File: src/rtl/comm_host.sv
// comm_host: UART 8N1 command initiator. Sends one command byte, then collects 0..4 response bytes into resp_data.
// COMM_HOST_TIMEOUT_EN bounds the response wait. A start pulse while busy is dropped, not queued.
module comm_host #(
   parameter int CLK_PER_BIT  = 16,
   parameter int TIMEOUT_BITS = 64
) (
   input  logic        clk,
   input  logic        rst,
   input  logic [7:0]  cmd,
   input  logic [2:0]  resp_len,
   input  logic        start,
   output logic        busy,
   output logic        done,
   output logic [31:0] resp_data,
   output logic        frame_err,
   output logic        timeout,
   input  logic        serial_rx,
   output logic        serial_tx
);

   typedef enum logic [2:0] {IDLE, TX, RX_WAIT, RX_BYTE, FINISH} state_t;

   localparam int            CW        = $clog2(CLK_PER_BIT);
   localparam logic [CW-1:0] BIT_LAST  = CW'(CLK_PER_BIT - 1);
   localparam logic [CW-1:0] HALF_LAST = CW'(CLK_PER_BIT / 2 - 1);

   if (CLK_PER_BIT < 4 || (CLK_PER_BIT % 2) != 0 || TIMEOUT_BITS < 1) begin : g_bad_params
      $error("comm_host: CLK_PER_BIT must be even and >= 4, TIMEOUT_BITS >= 1");
   end

   state_t        state;
   logic [CW-1:0] clk_cnt;
   logic [3:0]    bit_cnt;
   logic [8:0]    tx_sr;
   logic [7:0]    rx_sr;
   logic [2:0]    len_q;
   logic [2:0]    byte_cnt;
   logic          rx_s1, rx_s2, rx_prev, rx_arm;
   logic [2:0]    len_clamp;
   logic [2:0]    byte_nxt;
   logic          start_ok;

   assign len_clamp = (resp_len > 3'd4) ? 3'd4 : resp_len;
   assign byte_nxt  = byte_cnt + 3'd1;
   // start bit survives the half-bit re-check this cycle
   assign start_ok  = rx_arm && (clk_cnt == HALF_LAST) && !rx_s2;

`ifdef COMM_HOST_TIMEOUT_EN
   localparam int            TW      = $clog2(TIMEOUT_BITS * CLK_PER_BIT);
   localparam logic [TW-1:0] TO_LAST = TW'(TIMEOUT_BITS * CLK_PER_BIT - 1);
   logic [TW-1:0] to_cnt;
   logic          to_q;
   assign timeout = to_q;
`else
   assign timeout = 1'b0;
`endif

   always_ff @(posedge clk or posedge rst) begin
      if (rst) begin
         rx_s1   <= 1'b1;
         rx_s2   <= 1'b1;
         rx_prev <= 1'b1;
      end else begin
         rx_s1   <= serial_rx;
         rx_s2   <= rx_s1;
         rx_prev <= rx_s2;
      end
   end

   always_ff @(posedge clk or posedge rst) begin
      if (rst) begin
         state     <= IDLE;
         serial_tx <= 1'b1;
         busy      <= 1'b0;
         done      <= 1'b0;
         resp_data <= '0;
         frame_err <= 1'b0;
         clk_cnt   <= '0;
         bit_cnt   <= '0;
         tx_sr     <= '1;
         rx_sr     <= '0;
         len_q     <= '0;
         byte_cnt  <= '0;
         rx_arm    <= 1'b0;
`ifdef COMM_HOST_TIMEOUT_EN
         to_cnt    <= '0;
         to_q      <= 1'b0;
`endif
      end else begin
         done <= 1'b0;
         case (state)
            IDLE: begin
               if (start) begin
                  state     <= TX;
                  tx_sr     <= {1'b1, cmd};
                  serial_tx <= 1'b0;
                  len_q     <= len_clamp;
                  resp_data <= '0;
                  frame_err <= 1'b0;
                  busy      <= 1'b1;
                  clk_cnt   <= '0;
                  bit_cnt   <= '0;
                  byte_cnt  <= '0;
`ifdef COMM_HOST_TIMEOUT_EN
                  to_q      <= 1'b0;
`endif
               end
            end
            TX: begin
               if (clk_cnt == BIT_LAST) begin
                  clk_cnt <= '0;
                  if (bit_cnt == 4'd9) begin
                     rx_arm <= 1'b0;
`ifdef COMM_HOST_TIMEOUT_EN
                     to_cnt <= '0;
`endif
                     if (len_q == 3'd0) begin
                        state <= FINISH;
                        done  <= 1'b1;
                        busy  <= 1'b0;
                     end else begin
                        state <= RX_WAIT;
                     end
                  end else begin
                     // tx_sr backfills with 1 so the stop bit falls out after data bit 7
                     serial_tx <= tx_sr[0];
                     tx_sr     <= {1'b1, tx_sr[8:1]};
                     bit_cnt   <= bit_cnt + 4'd1;
                  end
               end else begin
                  clk_cnt <= clk_cnt + 1'b1;
               end
            end
            RX_WAIT: begin
               if (!rx_arm) begin
                  if (rx_prev && !rx_s2) begin
                     rx_arm  <= 1'b1;
                     clk_cnt <= '0;
                  end
               end else if (clk_cnt == HALF_LAST) begin
                  rx_arm  <= 1'b0;
                  clk_cnt <= '0;
                  if (!rx_s2) begin
                     state   <= RX_BYTE;
                     bit_cnt <= '0;
                  end
               end else begin
                  clk_cnt <= clk_cnt + 1'b1;
               end
`ifdef COMM_HOST_TIMEOUT_EN
               to_cnt <= to_cnt + 1'b1;
               if (to_cnt == TO_LAST && !start_ok) begin
                  state <= FINISH;
                  done  <= 1'b1;
                  busy  <= 1'b0;
                  to_q  <= 1'b1;
               end
`endif
            end
            RX_BYTE: begin
               if (clk_cnt == BIT_LAST) begin
                  clk_cnt <= '0;
                  if (bit_cnt == 4'd8) begin
                     // stop-bit centre: a bad stop bit is flagged but the byte is kept
                     frame_err <= frame_err | ~rx_s2;
                     resp_data[{byte_cnt[1:0], 3'b000} +: 8] <= rx_sr;
                     byte_cnt  <= byte_nxt;
                     rx_arm    <= 1'b0;
`ifdef COMM_HOST_TIMEOUT_EN
                     to_cnt    <= '0;
`endif
                     if (byte_nxt == len_q) begin
                        state <= FINISH;
                        done  <= 1'b1;
                        busy  <= 1'b0;
                     end else begin
                        state <= RX_WAIT;
                     end
                  end else begin
                     rx_sr   <= {rx_s2, rx_sr[7:1]};
                     bit_cnt <= bit_cnt + 4'd1;
                  end
               end else begin
                  clk_cnt <= clk_cnt + 1'b1;
               end
            end
            FINISH: state <= IDLE;
            default: state <= IDLE;
         endcase
      end
   end

   logic unused_ok;
   assign unused_ok = start_ok;

endmodule

File: config.mk
export PLATFORM = sky130hd
export DESIGN_NAME = comm_host
export DESIGN_NICKNAME = d
export VERILOG_FILES = /design/src/rtl/comm_host.sv
export SDC_FILE = /design/constraint.sdc
export NUM_CORES = 1
export LEC_CHECK = 0
export CAP_MARGIN = 0
export CORE_MARGIN = 2
export CORE_UTILIZATION = 51
export CTS_BUF_LIST = sky130_fd_sc_hd__clkbuf_4
export CTS_CLUSTER_SIZE = 16
export DETAILED_ROUTE_END_ITERATION = 7
export HOLD_SLACK_MARGIN = 0.05
export PLACE_DENSITY = 0.78
export SLEW_MARGIN = 10
export SYNTH_ARGS = -nofsm -noshare
export SYNTH_HDL_FRONTEND = slang
export SYNTH_SLANG_ARGS = --single-unit
File: constraint.sdc
create_clock -name clk -period 2.15 [get_ports clk]
set_input_delay 0.43 -clock clk [delete_from_list [all_inputs] [get_ports clk]]
set_output_delay 0.43 -clock clk [all_outputs]
set_load 0.02 [all_outputs]
==> flow_summary.json <==
{
  "yosysSeqAreaShare": 0.4804,
  "yosysTopAreaCell": "dfrtp_1",
  "critPathCapture": "serial_tx",
  "layout_commonest_cell": "dfrtp_1",
  "gp_congestion": 0.8390,
  "leakage_nw": 2.186,
  "maxCapViolCount": 0,
  "cp_slowest_cell": "clkdlybuf4s50_1",
  "grtUsageTotal": 0.2018,
  "die_h_um": 90.70,
  "setup_viol": 0,
  "viasPerCell": 5.192,
  "core_um2": 7253,
  "dp.final_hpwl_um": 5443,
  "netlist_instances": 341,
  "reg2reg_slack_ns": 0.25,
  "cp.depth": 1,
  "drc_errors": 0,
  "postCtsHoldBufs": 0,
  "async_reset_ff_frac": 1.000,
  "syn-num-nets": 366,
  "synth_flop_cell": "dfrtp_1",
  "rr_endpoint": "resp_data[8]",
  "max-slew-margin-rel": 0.6522,
  "syn_area_um2": 3834,
  "synthDistinctLibCells": 57,
  "synth_edf_count": 0,
  "setup_tns_ns": 0,
  "grt_pass1_vias": 2663,
  "finalCriticalPeriod_ns": 2.004,
  "yosysWarnings": 0,
  "wirelength_um": 7466,
  "max_freq_mhz": 499.0,
  "initial_core_util": 0.5285,
  "slowest_delay_ns": 0.59,
  "slew_violations": 0,
  "cts_root_buffer": "clkbuf_4",
  "die_area_um2": 8226,
  "layout-drive-gt1-share": 0.2212,
  "synth_top_area_frac": 0.3982,
  "ctsResizeCount": 0,
  "fill_cells": 587,
  "crit_type": "flip-flop to output pin",
  "r2r_start": "byte_cnt[1]",
  "rsz0062_at_grt": "false",
  "gr-total-overflow": 0,
  "syn_area_per_cell_um2": 11.24,
  "fp-row-count": 31,
  "cp-startpoint": "serial_tx",
  "tightest_slew_ns": 0.5178,
  "worstHoldPathType": "input pin to asynchronous set/reset pin",
  "critPathTopFamily": "buffers and inverters",
  "clock_path_buffers": 2,
  "timing.final.crit_share": 0.9321,
  "layout_common_cells": "dfrtp_1 (61), clkdlybuf4s50_1 (50), nand2_1 (46)",
  "clk_latency_ns": 0.43,
  "drt-wirelength-per-cell_um": 14.50,
  "status": "finished clean",
  "port_buffers": 50,
  "cp.required_ns": 1.72,
  "antenna_found_initial": 0,
  "htreeDepth": 3,
  "finClkSkew_ns": 0.01795,
  "die_x_um": 90.70,
  "fin_util": 0.6452,
  "path_buf_inv": 1,
  "synth_area_leaders": "dfrtp_1 (40%), mux2i_1 (9.1%), dfstp_2 (8.2%)",
  "areaGrowthSynthToFinish_pct": 22.06,
  "reg2reg_depth": 6,
  "clkTransAtPathRegs_ns": 0.13,
  "fin_nets": 436,
  "hold_viol": 0,
  "cp-start-kind": "flip-flop",
  "cts_tree": "yes",
  "ioPinCount": 52,
  "diodes": 0,
  "antenna_left": 0,
  "path_cells": "clkdlybuf4s50_1",
  "grt_pass1_wl_um": 13200,
  "arrival_ns": 1.57,
  "grt_max_degree": 29,
  "irDropWorstVdd_mv": 0.5145,
  "cellPowerDensity_nw_per_um2": 1235,
  "worstSetupEndpointType": "output pin",
  "ys_ff_latch": 73,
  "clock-sinks": 73,
  "cp_max_fo": 2,
  "cts_setup_buffers": 0,
  "cts_buffers": 9,
  "first_pass_iters": 5,
  "vias": 2674,
  "first_iter_violations": 151
}
## power breakdown
| part | leakage, nW | switching [W] | internal [W] |
|---|---|---|---|
| registers | 0.934 | 0.000338 | 0.00191 |
| logic | 1.17 | 0.00137 | 0.00131 |
| clock network | 0.0780 | 0.000494 | 0.000362 |
| total | 2.19 | 0.00220 | 0.00357 |
## routing by layer
layer	GRT usage	up-vias	wire, µm
li1	-	1300	-
met1	0.2868	1308	3573
met2	0.3134	57	3511
met3	0.03756	9	286
met4	0.06667	0	93
met5	0	-	0
## flip-flops by register name (all words and copies together), names as in the netlist
signal     count
bit_cnt        4
busy           1
byte_cnt       3
clk_cnt        4
done           1
frame_err      1
len_q          3
resp_data     32
rx_arm         1
rx_prev        1
rx_s1          1
rx_s2          1
rx_sr          8
serial_tx      1
state          3
tx_sr          8
## cell type report
type / instances / area (µm²) / share of cell area
Clock buffer: 10 / 75.07 / 0.01604
Clock inverter: 6 / 57.56 / 0.01230
Inverter: 41 / 157.7 / 0.03369
Multi-Input combinational cell: 219 / 1783 / 0.3810
Sequential cell: 73 / 1842 / 0.3936
Tap cell: 99 / 123.9 / 0.02647
Timing Repair Buffer: 67 / 640.6 / 0.1369
## worst min-delay path by stage
stage | depth (start not counted) | slack (ns) | from | to
2_1_floorplan | 0 | 0.35 | rx_s1 | rx_s2
3_3_place_gp | 0 | 0.35 | rx_s1 | rx_s2
3_5_place_dp | 0 | 0.35 | rx_s1 | rx_s2
4_1_cts | 2 | 0.35 | rst | state[2]
5_1_grt | 0 | 0.37 | rx_s1 | rx_s2
6_report | 2 | 0.36 | rst | state[2]
## cell usage after synthesis, types with 2 or more instances
master / n
mux2i_1: 35
dfrtp_1: 61
inv_1: 41
nand2b_1: 5
dfstp_2: 12
and3_1: 4
buf_2: 2
nor3_4: 2
nor2b_1: 4
mux2_2: 25
nor2_1: 9
a21oi_1: 4
nand3b_1: 5
a32o_1: 3
nor3b_1: 2
nand3_4: 4
o21ai_0: 8
or2_2: 2
buf_4: 4
a21o_1: 6
nand4_1: 4
nor4_4: 3
ha_1: 10
a31oi_1: 3
or2_1: 2
nand2_1: 46
nand3_1: 5
## metrics by stage
stage                     cells  total power [W]  hold WS, ns  setup WS (ns)  instance area [µm²]
after floorplan             341         0.003976       0.3452         0.2630                 3837
after global placement      499         0.004873       0.3458         0.1755                 4547
after detailed placement    499         0.004968       0.3470         0.1393                 4547
after CTS                   515         0.005836       0.3542         0.1191                 4679
after global routing        515         0.006175       0.3721        0.06880                 4679
final                       515         0.005778       0.3589         0.1460                 4679
## cell families after synthesis
kind of cell,share of synthesized area
flip-flops,0.4804
XOR/XNOR,0.01044
multiplexers,0.1648
AND/OR/NAND/NOR,0.1805
AO/OA/AOI/OAI,0.07572
adder cells (fa/ha/maj),0.03264
buffers and inverters,0.05450
other,0.0009782
No activity file was read; power rests on OpenSTA's default activity.
